--- src/rtl/mips_cpu_regfile_sb.sv ---
// mips_cpu_regfile_sb
//   MIPS general-purpose register file with HI/LO pair and a per-register
//   scoreboard tracking writes still owed by multi-cycle producers.
//
//   Optional feature macro: REGFILE_BYPASS_EN
//     defined   - a same-cycle GPR/HI/LO write is forwarded to the read ports,
//                 and a forwarded GPR read reports not-busy unless it is being
//                 re-marked in the same cycle.
//     undefined - reads return stored contents only.
//
//   Ports
//     clk, reset        clock, synchronous active-high reset
//     rs_idx/rs_data    read port A (combinational), index 0 reads 0
//     rt_idx/rt_data    read port B (combinational), index 0 reads 0
//     wr_en/wr_idx/wr_data      GPR write; also clears the scoreboard bit
//     hilo_wr_en/hi_wr/lo_wr    HI/LO write
//     hi_data/lo_data           HI/LO contents
//     pend_set/pend_idx         mark a GPR busy
//     rs_busy/rt_busy           scoreboard state of rs_idx/rt_idx
//     pend_count                number of busy GPRs
//     reg_v0                    contents of GPR V0_IDX
module mips_cpu_regfile_sb #(
  parameter int DATA_W = 32,
  parameter int NREGS  = 32,
  parameter int V0_IDX = 2,
  localparam int AW = $clog2(NREGS),
  localparam int CW = $clog2(NREGS + 1)
) (
  input  logic              clk,
  input  logic              reset,
  input  logic [AW-1:0]     rs_idx,
  output logic [DATA_W-1:0] rs_data,
  input  logic [AW-1:0]     rt_idx,
  output logic [DATA_W-1:0] rt_data,
  input  logic              wr_en,
  input  logic [AW-1:0]     wr_idx,
  input  logic [DATA_W-1:0] wr_data,
  input  logic              hilo_wr_en,
  input  logic [DATA_W-1:0] hi_wr,
  input  logic [DATA_W-1:0] lo_wr,
  output logic [DATA_W-1:0] hi_data,
  output logic [DATA_W-1:0] lo_data,
  input  logic              pend_set,
  input  logic [AW-1:0]     pend_idx,
  output logic              rs_busy,
  output logic              rt_busy,
  output logic [CW-1:0]     pend_count,
  output logic [DATA_W-1:0] reg_v0
);

  localparam logic [AW-1:0] V0_SEL = AW'(V0_IDX);

  logic [DATA_W-1:0] gpr [NREGS];
  logic [DATA_W-1:0] hi_q;
  logic [DATA_W-1:0] lo_q;
  logic [NREGS-1:0]  busy;
  logic [NREGS-1:0]  busy_nxt;

  logic gpr_wr;
  logic pend_wr;
  logic rs_hit;
  logic rt_hit;
  logic hilo_hit;

  function automatic logic [CW-1:0] popcount(input logic [NREGS-1:0] v);
    logic [CW-1:0] cnt;
    cnt = '0;
    for (int i = 0; i < NREGS; i++) cnt = cnt + CW'(v[i]);
    return cnt;
  endfunction

  assign gpr_wr  = wr_en && (wr_idx != '0);
  assign pend_wr = pend_set && (pend_idx != '0);

`ifdef REGFILE_BYPASS_EN
  assign rs_hit   = gpr_wr && (wr_idx == rs_idx);
  assign rt_hit   = gpr_wr && (wr_idx == rt_idx);
  assign hilo_hit = hilo_wr_en;
`else
  assign rs_hit   = 1'b0;
  assign rt_hit   = 1'b0;
  assign hilo_hit = 1'b0;
`endif

  // Clear first, then set: a new issue on the index being retired wins.
  always_comb begin
    busy_nxt = busy;
    if (gpr_wr)  busy_nxt[wr_idx]   = 1'b0;
    if (pend_wr) busy_nxt[pend_idx] = 1'b1;
    busy_nxt[0] = 1'b0;
  end

  always_ff @(posedge clk) begin
    if (reset) begin
      for (int i = 0; i < NREGS; i++) gpr[i] <= '0;
      hi_q <= '0;
      lo_q <= '0;
      busy <= '0;
    end else begin
      if (gpr_wr) gpr[wr_idx] <= wr_data;
      if (hilo_wr_en) begin
        hi_q <= hi_wr;
        lo_q <= lo_wr;
      end
      busy <= busy_nxt;
    end
  end

  // Read ports are forced to 0 while reset is held, not just after the edge.
  always_comb begin
    rs_data = '0;
    rt_data = '0;
    hi_data = '0;
    lo_data = '0;
    rs_busy = 1'b0;
    rt_busy = 1'b0;
    if (!reset) begin
      if (rs_idx != '0) rs_data = rs_hit ? wr_data : gpr[rs_idx];
      if (rt_idx != '0) rt_data = rt_hit ? wr_data : gpr[rt_idx];
      hi_data = hilo_hit ? hi_wr : hi_q;
      lo_data = hilo_hit ? lo_wr : lo_q;
      rs_busy = rs_hit ? (pend_wr && (pend_idx == rs_idx)) : busy[rs_idx];
      rt_busy = rt_hit ? (pend_wr && (pend_idx == rt_idx)) : busy[rt_idx];
    end
  end

  assign pend_count = popcount(busy);
  assign reg_v0     = gpr[V0_SEL];

endmodule

--- config.mk ---
export PLATFORM = sky130hd
export DESIGN_NAME = mips_cpu_regfile_sb
export DESIGN_NICKNAME = d
export VERILOG_FILES = /design/src/rtl/mips_cpu_regfile_sb.sv
export SDC_FILE = /design/constraint.sdc
export NUM_CORES = 2
export LEC_CHECK = 0
export CAP_MARGIN = 15
export CORE_ASPECT_RATIO = 0.8
export CORE_MARGIN = 5
export CORE_UTILIZATION = 35
export DETAILED_ROUTE_END_ITERATION = 16
export SYNTH_ARGS = -nofsm -noshare
export SYNTH_HDL_FRONTEND = slang
export SYNTH_SLANG_ARGS = --single-unit
--- constraint.sdc ---
create_clock -name clk -period 4.9 [get_ports clk]
set_input_delay 0.735 -clock clk [delete_from_list [all_inputs] [get_ports clk]]
set_output_delay 0.735 -clock clk [all_outputs]
set_load 0.01 [all_outputs]
==> summary.md <==
| Metric | Value |
|---|---|
| Status | complete, but fails checks |
| Final worst-path cycle share | 127% |
| Clock tree from TritonCTS | built |
| Worst vdd ir | 0.304 mV |
| Number of flops mapped to enable cells by yosys | 1024 |
| Path type of the worst min-delay path | input port to register |
| Crit path capture type | primary output |
| Post-synth top area share | 51.7% |
| Remaining global-route overflow | 0 |
| Yosys warning total | 0 |
| Highest clock frequency the design can meet | 161 MHz |
| Synth Instances | 3994 |
| Met2 track utilization from global routing | 36.4% |
| Via/cell ratio | 5.76 |
| Largest net degree at the start of global routing | 83 |
| Crit Reg-Reg Endpoint | busy[17]$_SDFF_PP0_ |
| Reported leakage power | 24.3 nW |
| Launch point of the worst path | busy[12]$_SDFF_PP0_ |
| Flops & latches, synth | 1119 |
| RSZ-0062 raised after global routing | true |
| Total Power | 23.5 mW |
| Busiest grt layer | met2 |
| Remaining number of nets flagged by the antenna check after routing | 0 |
| Type of the worst setup path | register to primary output |
| Largest fanout on the critical path | 2 |
| Placeable core region | 0.169 sq mm |
| Weighted congestion at the end of routability-driven global placement | 0.841 |
| Synth unique cells | 55 |
| Inserted Clock Buffers | 120 |
| Largest area contributor in the synthesized netlist | edfxtp_1 |
| # fillers | 15300 |
| Count of standard-cell rows | 135 |
| Violated checks | setup timing |
| Drt initial violations | 4616 |
| RR Startpoint | busy[17]$_SDFF_PP0_ |
| Clock period minus final worst setup slack | 6.23 ns |
| Number of maximum-capacitance violations | 0 |
| Worst path setup slack after routing | -1.33 ns |
| Share of final-layout standard cells stronger than drive strength 1 | 23.6% |
| Clock tree root driver cell | clkbuf_16 |
| Pwr per Cell Area | 336 mW/mm^2 |
| Netlist Area Pre-Place | 0.0595 sq mm |
| Most common cell in the netlist | and2_1 |
| Final-report max-slew violation count | 0 |
| Number of port buffers | 288 |
| Grt met3 use | 6.76% |
| Worst EP required | 4.16 ns |
| Global-route wire length before repair | 294000 um |
| DRC violations left | 0 |
| Crit path DAT | 5.49 ns |
| Initial antenna violation count | 24 |
| Transition time at the pin with the least slew margin | 1.25 ns |
| Fraction of registers with async set or reset after synthesis | 0% |
| Mean cell area of the mapped netlist | 14.9 sq um |
| Number of vias after detailed routing | 37900 |
| Die outline height | 379 um |
| Flop2flop setup slack | 3.98 ns |
| Area grow syn2layout | 17.3% |
| Type of element launching the critical path | register |
| Number of primary I/O pins | 289 |
| Clock-pin slew of the registers on the worst-case setup and hold paths | 0.06 ns |
| Largest cells by area after synthesis | edfxtp_1, mux4_2, and2_1 |
| Maximum level of the CTS H-tree | 3 |
| Starting density of the core | 35.2% |
| Worst setup skew after layout | 0 ns |
| Setup violators final | 6 |
| FF-to-FF path depth | 3 |
| Top cells by count, synth | and2_1, edfxtp_1, mux4_2, clkbuf_1, mux2i_1 |
| Gr usage total | 23.1% |
| CTS Buffer Depth | 3 |
| Total die area | 0.178 sq mm |
| Die Wd | 471 um |
| Detail-routed net length per standard cell | 31.9 um |
| Total length of routed wires | 210000 um |
| Final hold violations | 0 |
| Timing endpoint of the critical path | pend_count[4] |
| Via count of the first global-routing pass | 37900 |
| Detailed placer's ending HPWL | 128000 um |
| Area taken by flip-flops and latches | 0.0327 sq mm |
| Sequential element share of the synthesized area | 54.9% |
| Final layout net count | 4355 |
| Insertion delay of the later-clocked pin in the worst-skew pair | 0.77 ns |
| First-pass detailed-route iteration total | 6 |
| Footprint of the multi-input gates | 0.0254 sq mm |
| Post-route setup TNS | -6.79 ns |
| Clk sinks | 1119 |
| Met1 GRT Util | 30.3% |
| Main synth FF type | edfxtp_1 |
| Rel. slew slack | 16.8% |
## final cells by class
| class | count | share of cell area (%) |
|---|---|---|
| multi-input cells | 2436 | 36.4 |
| diodes | 12 | 0.0430 |
| clock inverters | 83 | 1.12 |
| clock buffers | 142 | 4.48 |
| repair buffers | 467 | 6.85 |
| flip-flops and latches | 1119 | 46.8 |
| well taps | 2260 | 4.05 |
| inverters | 60 | 0.323 |
## report_power, final
group / internal, mW / switching (mW)
Clock: 5.15 / 4.10
Sequential: 10.9 / 0.259
Combinational: 1.36 / 1.67
Total: 17.5 / 6.03
## through the flow
stage,setup slack [ns],hold WS (ns),utilization [%],std cells,cell area [sq um]
after global routing,-1.49,0.417,41.2,6568,69800
after floorplan,-0.263,0.452,-,4025,59600
after CTS,-1.39,0.393,41.2,6561,69700
after detailed placement,-0.993,0.474,38.9,6333,65800
after global placement,-0.974,0.465,38.9,6333,65800
final,-1.33,0.458,41.3,6579,69800
## per-layer routing
layer,share of wire (%),up-vias
met1,39,19700
met5,0.015,-
met2,46,2130
met3,11,422
li1,-,15600
met4,4.1,4
## cell usage in the layout (no fill, tap or decap), types with 8 or more instances in the layout
master / Yosys / routed
a21o_2: 0 / 15
a21o_4: 0 / 15
a221o_1: 8 / 8
a221oi_1: 33 / 33
and2_1: 1028 / 1027
buf_12: 0 / 44
buf_4: 22 / 138
bufinv_16: 0 / 11
clkbuf_1: 284 / 17
clkbuf_16: 0 / 120
clkdlybuf4s50_1: 0 / 268
clkinv_1: 0 / 26
clkinv_2: 0 / 29
conb_1: 1 / 32
dfxtp_1: 95 / 87
dfxtp_2: 0 / 8
diode_2: 0 / 12
edfxtp_1: 1024 / 1024
fa_1: 23 / 21
inv_1: 60 / 55
mux2_2: 13 / 13
mux2i_1: 245 / 245
mux4_2: 526 / 526
nand2_1: 68 / 65
nand3_1: 35 / 35
nor2_1: 102 / 72
nor2_4: 0 / 30
nor2b_1: 70 / 69
o2111ai_1: 32 / 32
o21ai_0: 27 / 27
o21ai_1: 18 / 18
o221ai_1: 24 / 24
o22a_1: 24 / 24
o22ai_1: 27 / 27
## cell families (layout without fill, tap and decap cells)
family	after synthesis	count (layout)	synth area share, %
AO/OA/AOI/OAI	237	237	3.03
XOR/XNOR	3	3	0.0442
adder cells (fa/ha/maj)	30	30	0.921
buffers and inverters	470	752	3.39
flip-flops	1119	1119	54.9
multiplexers	784	784	24.3
other	1	44	0.00630
AND/OR/NAND/NOR	1350	1350	13.5
## worst min path at each step
stage	from	endpoint	cells after the start
6_report	reset	gpr[0][30]$_SDFFCE_PN0P_	1
5_1_grt	reset	gpr[0][30]$_SDFFCE_PN0P_	1
4_1_cts	reset	gpr[0][30]$_SDFFCE_PN0P_	1
3_5_place_dp	hi_q[22]$_SDFFE_PP0P_	hi_q[22]$_SDFFE_PP0P_	2
3_3_place_gp	lo_q[15]$_SDFFE_PP0P_	lo_q[15]$_SDFFE_PP0P_	2
2_1_floorplan	hi_q[0]$_SDFFE_PP0P_	hi_q[0]$_SDFFE_PP0P_	2
## worst max-delay path, cell delays in order (launching register included)
cell,delay (ns)
dfxtp_2,0.33
inv_2,0.05
fa_1,0.59
fa_1,0.46
fa_1,0.55
fa_1,0.44
fa_1,0.50
fa_1,0.49
inv_1,0.05
fa_2,0.34
inv_2,0.06
fa_2,0.19
inv_1,0.04
a21o_1,0.15
a21oi_2,0.18
xnor2_2,0.12
buf_2,0.16
## what timing repair did
action / in CTS / in global routing
buffers inserted: 3 / 3
hold buffers: 0 / 0
setup endpoints to repair: 6 / 6
gates resized for setup: 34 / 6
gates cloned: 0 / 0
pin swaps: 11 / 11
## registers in the layout (all words and copies together) (netlist names)
name and flops:
gpr 1024, hi_q 32, lo_q 32, busy 31
Power figures use the tool's default switching activity.
